**config.mk**
```make
export PLATFORM = sky130hd
export DESIGN_NAME = ripple_sampler
export DESIGN_NICKNAME = d
export VERILOG_FILES = /design/src/rtl/ripple_pkg.sv /design/src/rtl/ripple_sampler_sync2.sv /design/src/rtl/ripple_sampler.sv
export SDC_FILE = /design/constraint.sdc
export NUM_CORES = 1
export LEC_CHECK = 0
export ABC_AREA = 1
export CAP_MARGIN = 20
export CORE_MARGIN = 2
export CORE_UTILIZATION = 42
export DETAILED_ROUTE_END_ITERATION = 6
export PLACE_DENSITY = 0.69
export SYNTH_ARGS = -nofsm -noshare
export SYNTH_HDL_FRONTEND = slang
export SYNTH_SLANG_ARGS = --single-unit
export TNS_END_PERCENT = 100
```
**constraint.sdc**
```tcl
create_clock -name clock -period 2.3 [get_ports clock]
set_clock_uncertainty 0.15 [all_clocks]
set_input_delay 0.69 -clock clock [delete_from_list [all_inputs] [get_ports clock]]
set_output_delay 0.69 -clock clock [all_outputs]
set_load 0.01 [all_outputs]
```
**src/rtl/ripple_pkg.sv**
```systemverilog
// ripple_pkg
// Shared definitions for the ripple counter capture path.
//   RIPPLE_WIDTH      : default count width (matches the ripple counter)
//   STABLE_CYCLES_MAX : largest legal STABLE_CYCLES (the stab counter is 4 bits)
//   state_t           : capture FSM states
package ripple_pkg;

    localparam int RIPPLE_WIDTH      = 8;
    localparam int STABLE_CYCLES_MAX = 15;

    typedef enum logic [1:0] {
        EMPTY    = 2'd0,  // nothing published since reset
        SETTLING = 2'd1,  // a candidate differs from count_o
        HOLD     = 2'd2   // synchronised value equals count_o
    } state_t;

endpackage

```
**src/rtl/ripple_sampler_sync2.sv**
```systemverilog
// sync2
// WIDTH-wide two-flop synchroniser for ripple outputs entering a clock
// domain. Bits are synchronised individually; the caller is responsible for
// rejecting mixed-generation words (see ripple_sampler's stability filter).
// Ports:
//   clk_i  : destination clock, rising edge
//   rst_ni : asynchronous active-low reset, clears both stages
//   d_i    : asynchronous input word
//   q_o    : synchronised word (second stage)
module sync2 #(
    parameter int WIDTH = 8
) (
    input  logic             clk_i,
    input  logic             rst_ni,
    input  logic [WIDTH-1:0] d_i,
    output logic [WIDTH-1:0] q_o
);

    logic [WIDTH-1:0] s1_q;
    logic [WIDTH-1:0] s2_q;

    always_ff @(posedge clk_i or negedge rst_ni) begin
        if (!rst_ni) begin
            s1_q <= '0;
            s2_q <= '0;
        end else begin
            s1_q <= d_i;
            s2_q <= s1_q;
        end
    end

    assign q_o = s2_q;

endmodule

```
**src/rtl/ripple_sampler.sv**
```systemverilog
// ripple_sampler
// Captures the output of an asynchronous ripple counter: two-flop
// synchroniser, stability filter, and a publish FSM that emits each new
// settled value with a single-cycle valid pulse and a threshold-hit flag.
// Optional feature macro: RIPPLE_SAMPLER_DELTA_EN adds delta_o / wrap_o,
// the modulo increment since the previous published value.
// Parameters:
//   WIDTH         : count width
//   STABLE_CYCLES : identical synchronised samples needed to publish (1..15)
// Ports:
//   clock    : sampling clock, rising edge
//   reset    : asynchronous active-low reset
//   count_in : raw ripple count (asynchronous)
//   thresh   : compare value, sampled only on the publish edge
//   count_o  : last published settled count
//   valid_o  : one-cycle pulse when count_o updates
//   hit_o    : one-cycle pulse with valid_o when published value == thresh
//   state_o  : FSM state, debug visibility
//   delta_o  : (new - old) mod 2^WIDTH            [RIPPLE_SAMPLER_DELTA_EN]
//   wrap_o   : pulse with valid_o when new < old  [RIPPLE_SAMPLER_DELTA_EN]
// Handshake: valid_o is a pure strobe with no ready; the consumer must take
// count_o/hit_o (and delta_o/wrap_o) in the cycle valid_o is high.
module ripple_sampler
    import ripple_pkg::*;
#(
    parameter int WIDTH         = RIPPLE_WIDTH,
    parameter int STABLE_CYCLES = 2
) (
    input  logic             clock,
    input  logic             reset,
    input  logic [WIDTH-1:0] count_in,
    input  logic [WIDTH-1:0] thresh,
    output logic [WIDTH-1:0] count_o,
    output logic             valid_o,
    output logic             hit_o,
    output state_t           state_o
`ifdef RIPPLE_SAMPLER_DELTA_EN
    ,
    output logic [WIDTH-1:0] delta_o,
    output logic             wrap_o
`endif
);

    localparam logic [3:0] STAB_SAT = 4'(STABLE_CYCLES);

    logic [WIDTH-1:0] s2;
    logic [WIDTH-1:0] s3_q;
    logic [2:0]       fill_q;
    logic [3:0]       stab_q;
    logic [3:0]       stab_d;
    logic             same;
    logic             stab_ready;
    logic             publish;

    state_t           state_q;
    logic [WIDTH-1:0] count_q;
    logic             valid_q;
    logic             hit_q;
`ifdef RIPPLE_SAMPLER_DELTA_EN
    logic [WIDTH-1:0] delta_q;
    logic             wrap_q;
`endif

    sync2 #(
        .WIDTH (WIDTH)
    ) u_sync2 (
        .clk_i  (clock),
        .rst_ni (reset),
        .d_i    (count_in),
        .q_o    (s2)
    );

    // fill_q marks which pipeline stages hold a sample taken after reset
    // released. The reset zeros in s2/s3 are not real samples, so s3 only
    // counts once it carries the first post-reset sample (bit 2). This makes
    // reset release behave like a count change just before the first edge.
    always_ff @(posedge clock or negedge reset) begin
        if (!reset) begin
            fill_q <= '0;
            s3_q   <= '0;
            stab_q <= '0;
        end else begin
            fill_q <= {fill_q[1:0], 1'b1};
            s3_q   <= s2;
            stab_q <= stab_d;
        end
    end

    assign same = fill_q[2] && (s2 == s3_q);

    always_comb begin
        stab_d = '0;
        if (same) begin
            stab_d = (stab_q == STAB_SAT) ? stab_q : stab_q + 4'd1;
        end
    end

    // Publish on the edge where stab reaches STABLE_CYCLES-1 with s2==s3;
    // together with the first matching pair this gives STABLE_CYCLES
    // identical synchronised samples.
    assign stab_ready = same && ((int'(stab_q) + 1) >= (STABLE_CYCLES - 1));

    always_comb begin
        publish = 1'b0;
        case (state_q)
            EMPTY:    publish = stab_ready;
            SETTLING: publish = stab_ready && (s2 != count_q);
            default:  publish = 1'b0;
        endcase
    end

    always_ff @(posedge clock or negedge reset) begin
        if (!reset) begin
            state_q <= EMPTY;
            count_q <= '0;
            valid_q <= 1'b0;
            hit_q   <= 1'b0;
`ifdef RIPPLE_SAMPLER_DELTA_EN
            delta_q <= '0;
            wrap_q  <= 1'b0;
`endif
        end else begin
            valid_q <= 1'b0;
            hit_q   <= 1'b0;
`ifdef RIPPLE_SAMPLER_DELTA_EN
            wrap_q  <= 1'b0;
`endif
            if (publish) begin
                count_q <= s2;
                valid_q <= 1'b1;
                hit_q   <= (s2 == thresh);
`ifdef RIPPLE_SAMPLER_DELTA_EN
                // First publish measures from zero and never reports a wrap.
                if (state_q == EMPTY) begin
                    delta_q <= s2;
                    wrap_q  <= 1'b0;
                end else begin
                    delta_q <= s2 - count_q;
                    wrap_q  <= (s2 < count_q);
                end
`endif
            end

            case (state_q)
                EMPTY: begin
                    if (publish) state_q <= HOLD;
                end
                HOLD: begin
                    if (s2 != count_q) state_q <= SETTLING;
                end
                SETTLING: begin
                    // Returning to the held value rejects the excursion.
                    if (s2 == count_q) state_q <= HOLD;
                    else if (publish)  state_q <= HOLD;
                end
                default: state_q <= EMPTY;
            endcase
        end
    end

    assign count_o = count_q;
    assign valid_o = valid_q;
    assign hit_o   = hit_q;
    assign state_o = state_q;
`ifdef RIPPLE_SAMPLER_DELTA_EN
    assign delta_o = delta_q;
    assign wrap_o  = wrap_q;
`endif

endmodule
```
==> results.ini <==
[floorplan]
die_area_sq_um=4880
core_sq_um=4090
io_pins=30
rows=23
die_x_um=69.9
die_height_um=69.9
start_util=0.446

[cts]
post-cts-setup-buffer-count=0
cts_made_buffers=5
cts_resized=0
clockRootBuffer=clkbuf_8
clk_pin_slew_ps=80
cts_tree=built
htree_num_levels=2
clockBufferDepth=2
clock-sinks=43
hold_buffers=0
clock_latency_ps=290

[placement]
port_buffers=29
pre_cts_ws_ps=273
dp_hpwl_mm=2.31
place.gp.congestion=0.801

[critical_path]
cp_cell_sequence=clkdlybuf4s50_1
critPathTopFamily=buffers and inverters
cpMaxStageDelayCell=clkdlybuf4s50_1
crit_start=state_o[1]
reg2reg_from=stab_q[0]
reg2reg_depth=10
start_kind=flop
required_ps=1460
critPathKind=flop to output pin
critPathArrivalTime_ps=1270
slowest_delay_ps=560
end_kind=output pin
critPathBufInv=1
cp_max_fo=4
worst-path-stages=1

[layout]
fillers=373
layout-drive-gt1-share=0.0856
diodes=0
nets=242
syn2layout_area_growth_pct=25.7

[route]
drc_errors=0
final_antenna_net_count=0
firstDrtPassIters=4
viasPerCell=4.51
wl_per_cell_um=11.6
vias=1227
wirelength_mm=3.16
drtIter0Drc=46

[sta]
fin_crit_ps=2110
rsz0062_at_grt=no
hold_viol=0
fin_tns_setup_ps=0
relSlewSlack=0.650
setup-violations-final=0
setup_slack_ps=192
finalCritPeriodShare=0.917
worst_pin_slew_ps=525
slew_viol_final=0
clock.fmax_ghz=0.474

[power]
seqPwrFrac=0.515
total_power_mw=1.62
irDropWorstVdd_uv=353
p_comb_frac=0.114
leakagePower_nw=1.07
power.density_nw_per_um2=707
sw_frac_of_total=0.228
clockPowerShare=0.371
power_switching_uw=369
p_int_mw=1.25

[yosys]
synth_area_sq_um=1820
syn_inst=184
synth-seq-area-share=0.590
synth_cell_types=21
avgSynthCellArea_sq_um=9.91
yosysWarnings=0
synth_seq_cells=43
syn_nets=205

[global_route]
overflow=0
grt.total_usage=0.141
grt_pass1_wl_mm=5.36
antenna_found_initial=0
grt_pass1_vias=1152
grt_max_degree=24

[worst_hold_path]
min_from=u_sync2.s1_q[2]
whs_path_depth=0
min_path_type=flop to flop

[outcome]
status=finished clean

[job]
cap_violations=0

-- layout by cell type, fill, tap and decap left out --
cell type / n
xnor2_1: 14
o22ai_1: 1
a21oi_1: 2
nand4_1: 1
nor3_2: 1
a21boi_0: 1
clkbuf_8: 6
nor2_4: 2
nor2_1: 14
buf_2: 1
nand2_2: 1
clkinv_2: 1
inv_2: 3
bufinv_16: 1
o21bai_1: 8
nand2_1: 52
nand3_4: 1
dfrtp_1: 43
ha_1: 3
o21ai_1: 1
xor2_1: 5
nand3_1: 7
clkdlybuf4s50_1: 28
buf_4: 2
conb_1: 1
inv_1: 22
-- metal layers --
layer  vias to the layer above  track usage  part of all wire
met5                         -            0                 0
met4                         0       0.0641             0.016
met3                         6       0.0317             0.038
met2                        23        0.214              0.46
met1                       567        0.193              0.49
li1                        631            -                 -
-- cell usage after synthesis --
| cell type | n | area, sq um |
|---|---|---|
| xor2_1 | 5 | 43.8 |
| inv_1 | 22 | 82.6 |
| ha_1 | 3 | 37.5 |
| o22ai_1 | 1 | 6.26 |
| nand3_4 | 1 | 17.5 |
| conb_1 | 1 | 3.75 |
| nand3_1 | 7 | 35.0 |
| a21oi_1 | 2 | 10.0 |
| nor2_4 | 2 | 22.5 |
| nand4_1 | 1 | 6.26 |
| o21bai_1 | 8 | 60.1 |
| buf_6 | 1 | 11.3 |
| a21boi_0 | 1 | 7.51 |
| xnor2_1 | 14 | 123 |
| nor3_2 | 1 | 10.0 |
| nand2_2 | 1 | 6.26 |
| inv_2 | 3 | 11.3 |
| nand2_1 | 52 | 195 |
| nor2_1 | 14 | 52.6 |
| dfrtp_1 | 43 | 1080 |
| o21ai_1 | 1 | 5.00 |
-- cell type report --
class,instances,area [sq um],share of cell area
Clock buffer,6,82.6,0.0360
Clock inverter,2,35.0,0.0153
Inverter,25,93.8,0.0409
Multi-Input combinational cell,115,642,0.280
Sequential cell,43,1080,0.469
Tap cell,50,62.6,0.0273
Timing Repair Buffer,31,300,0.131
-- flip-flops by register name, summed over array words and instances, names as in the netlist --
signal,count
s3_q,8
stab_q,4
state_o,2
valid_o,1
count_o,8
hit_o,1
u_sync2.q_o,8
fill_q,3
u_sync2.s1_q,8
-- metrics by stage --
step | util | cells | hold WS, ps | area, sq um
detailed placement | 0.532 | 264 | 186 | 2170
floorplan | - | 184 | 181 | 1820
global route | 0.561 | 272 | 209 | 2290
global placement | 0.532 | 264 | 182 | 2170
finish | 0.561 | 272 | 200 | 2290
CTS | 0.561 | 272 | 204 | 2290
-- cells by family after synthesis --
family,synth area share
and+or+nand+nor,0.189
AOI/OAI and AO/OA,0.0487
buffers and inverters,0.0577
adders and majority gates,0.0206
DFF,0.590
xor gates and xnor gates,0.0913
other,0.00206
-- path summary, 6_finish.rpt --
kind | slack (ps) | end
min reg2reg | 200 | u_sync2.q_o[2]
max reg2reg | 430 | count_o[1]
min | 200 | u_sync2.q_o[2]
min in group asynchronous | 220 | count_o[1]
max in group asynchronous | 1180 | count_o[6]
max | 190 | state_o[1]
-- power by group through the flow --
stage,Sequential (mW),Clock [mW],Combinational [mW]
floorplan,0.850,0,0.0827
global placement,0.849,0,0.185
detailed placement,0.850,0,0.186
CTS,0.835,0.611,0.188
global route,0.842,0.642,0.205
finish,0.834,0.601,0.184
(Power assumes the default switching activity.)
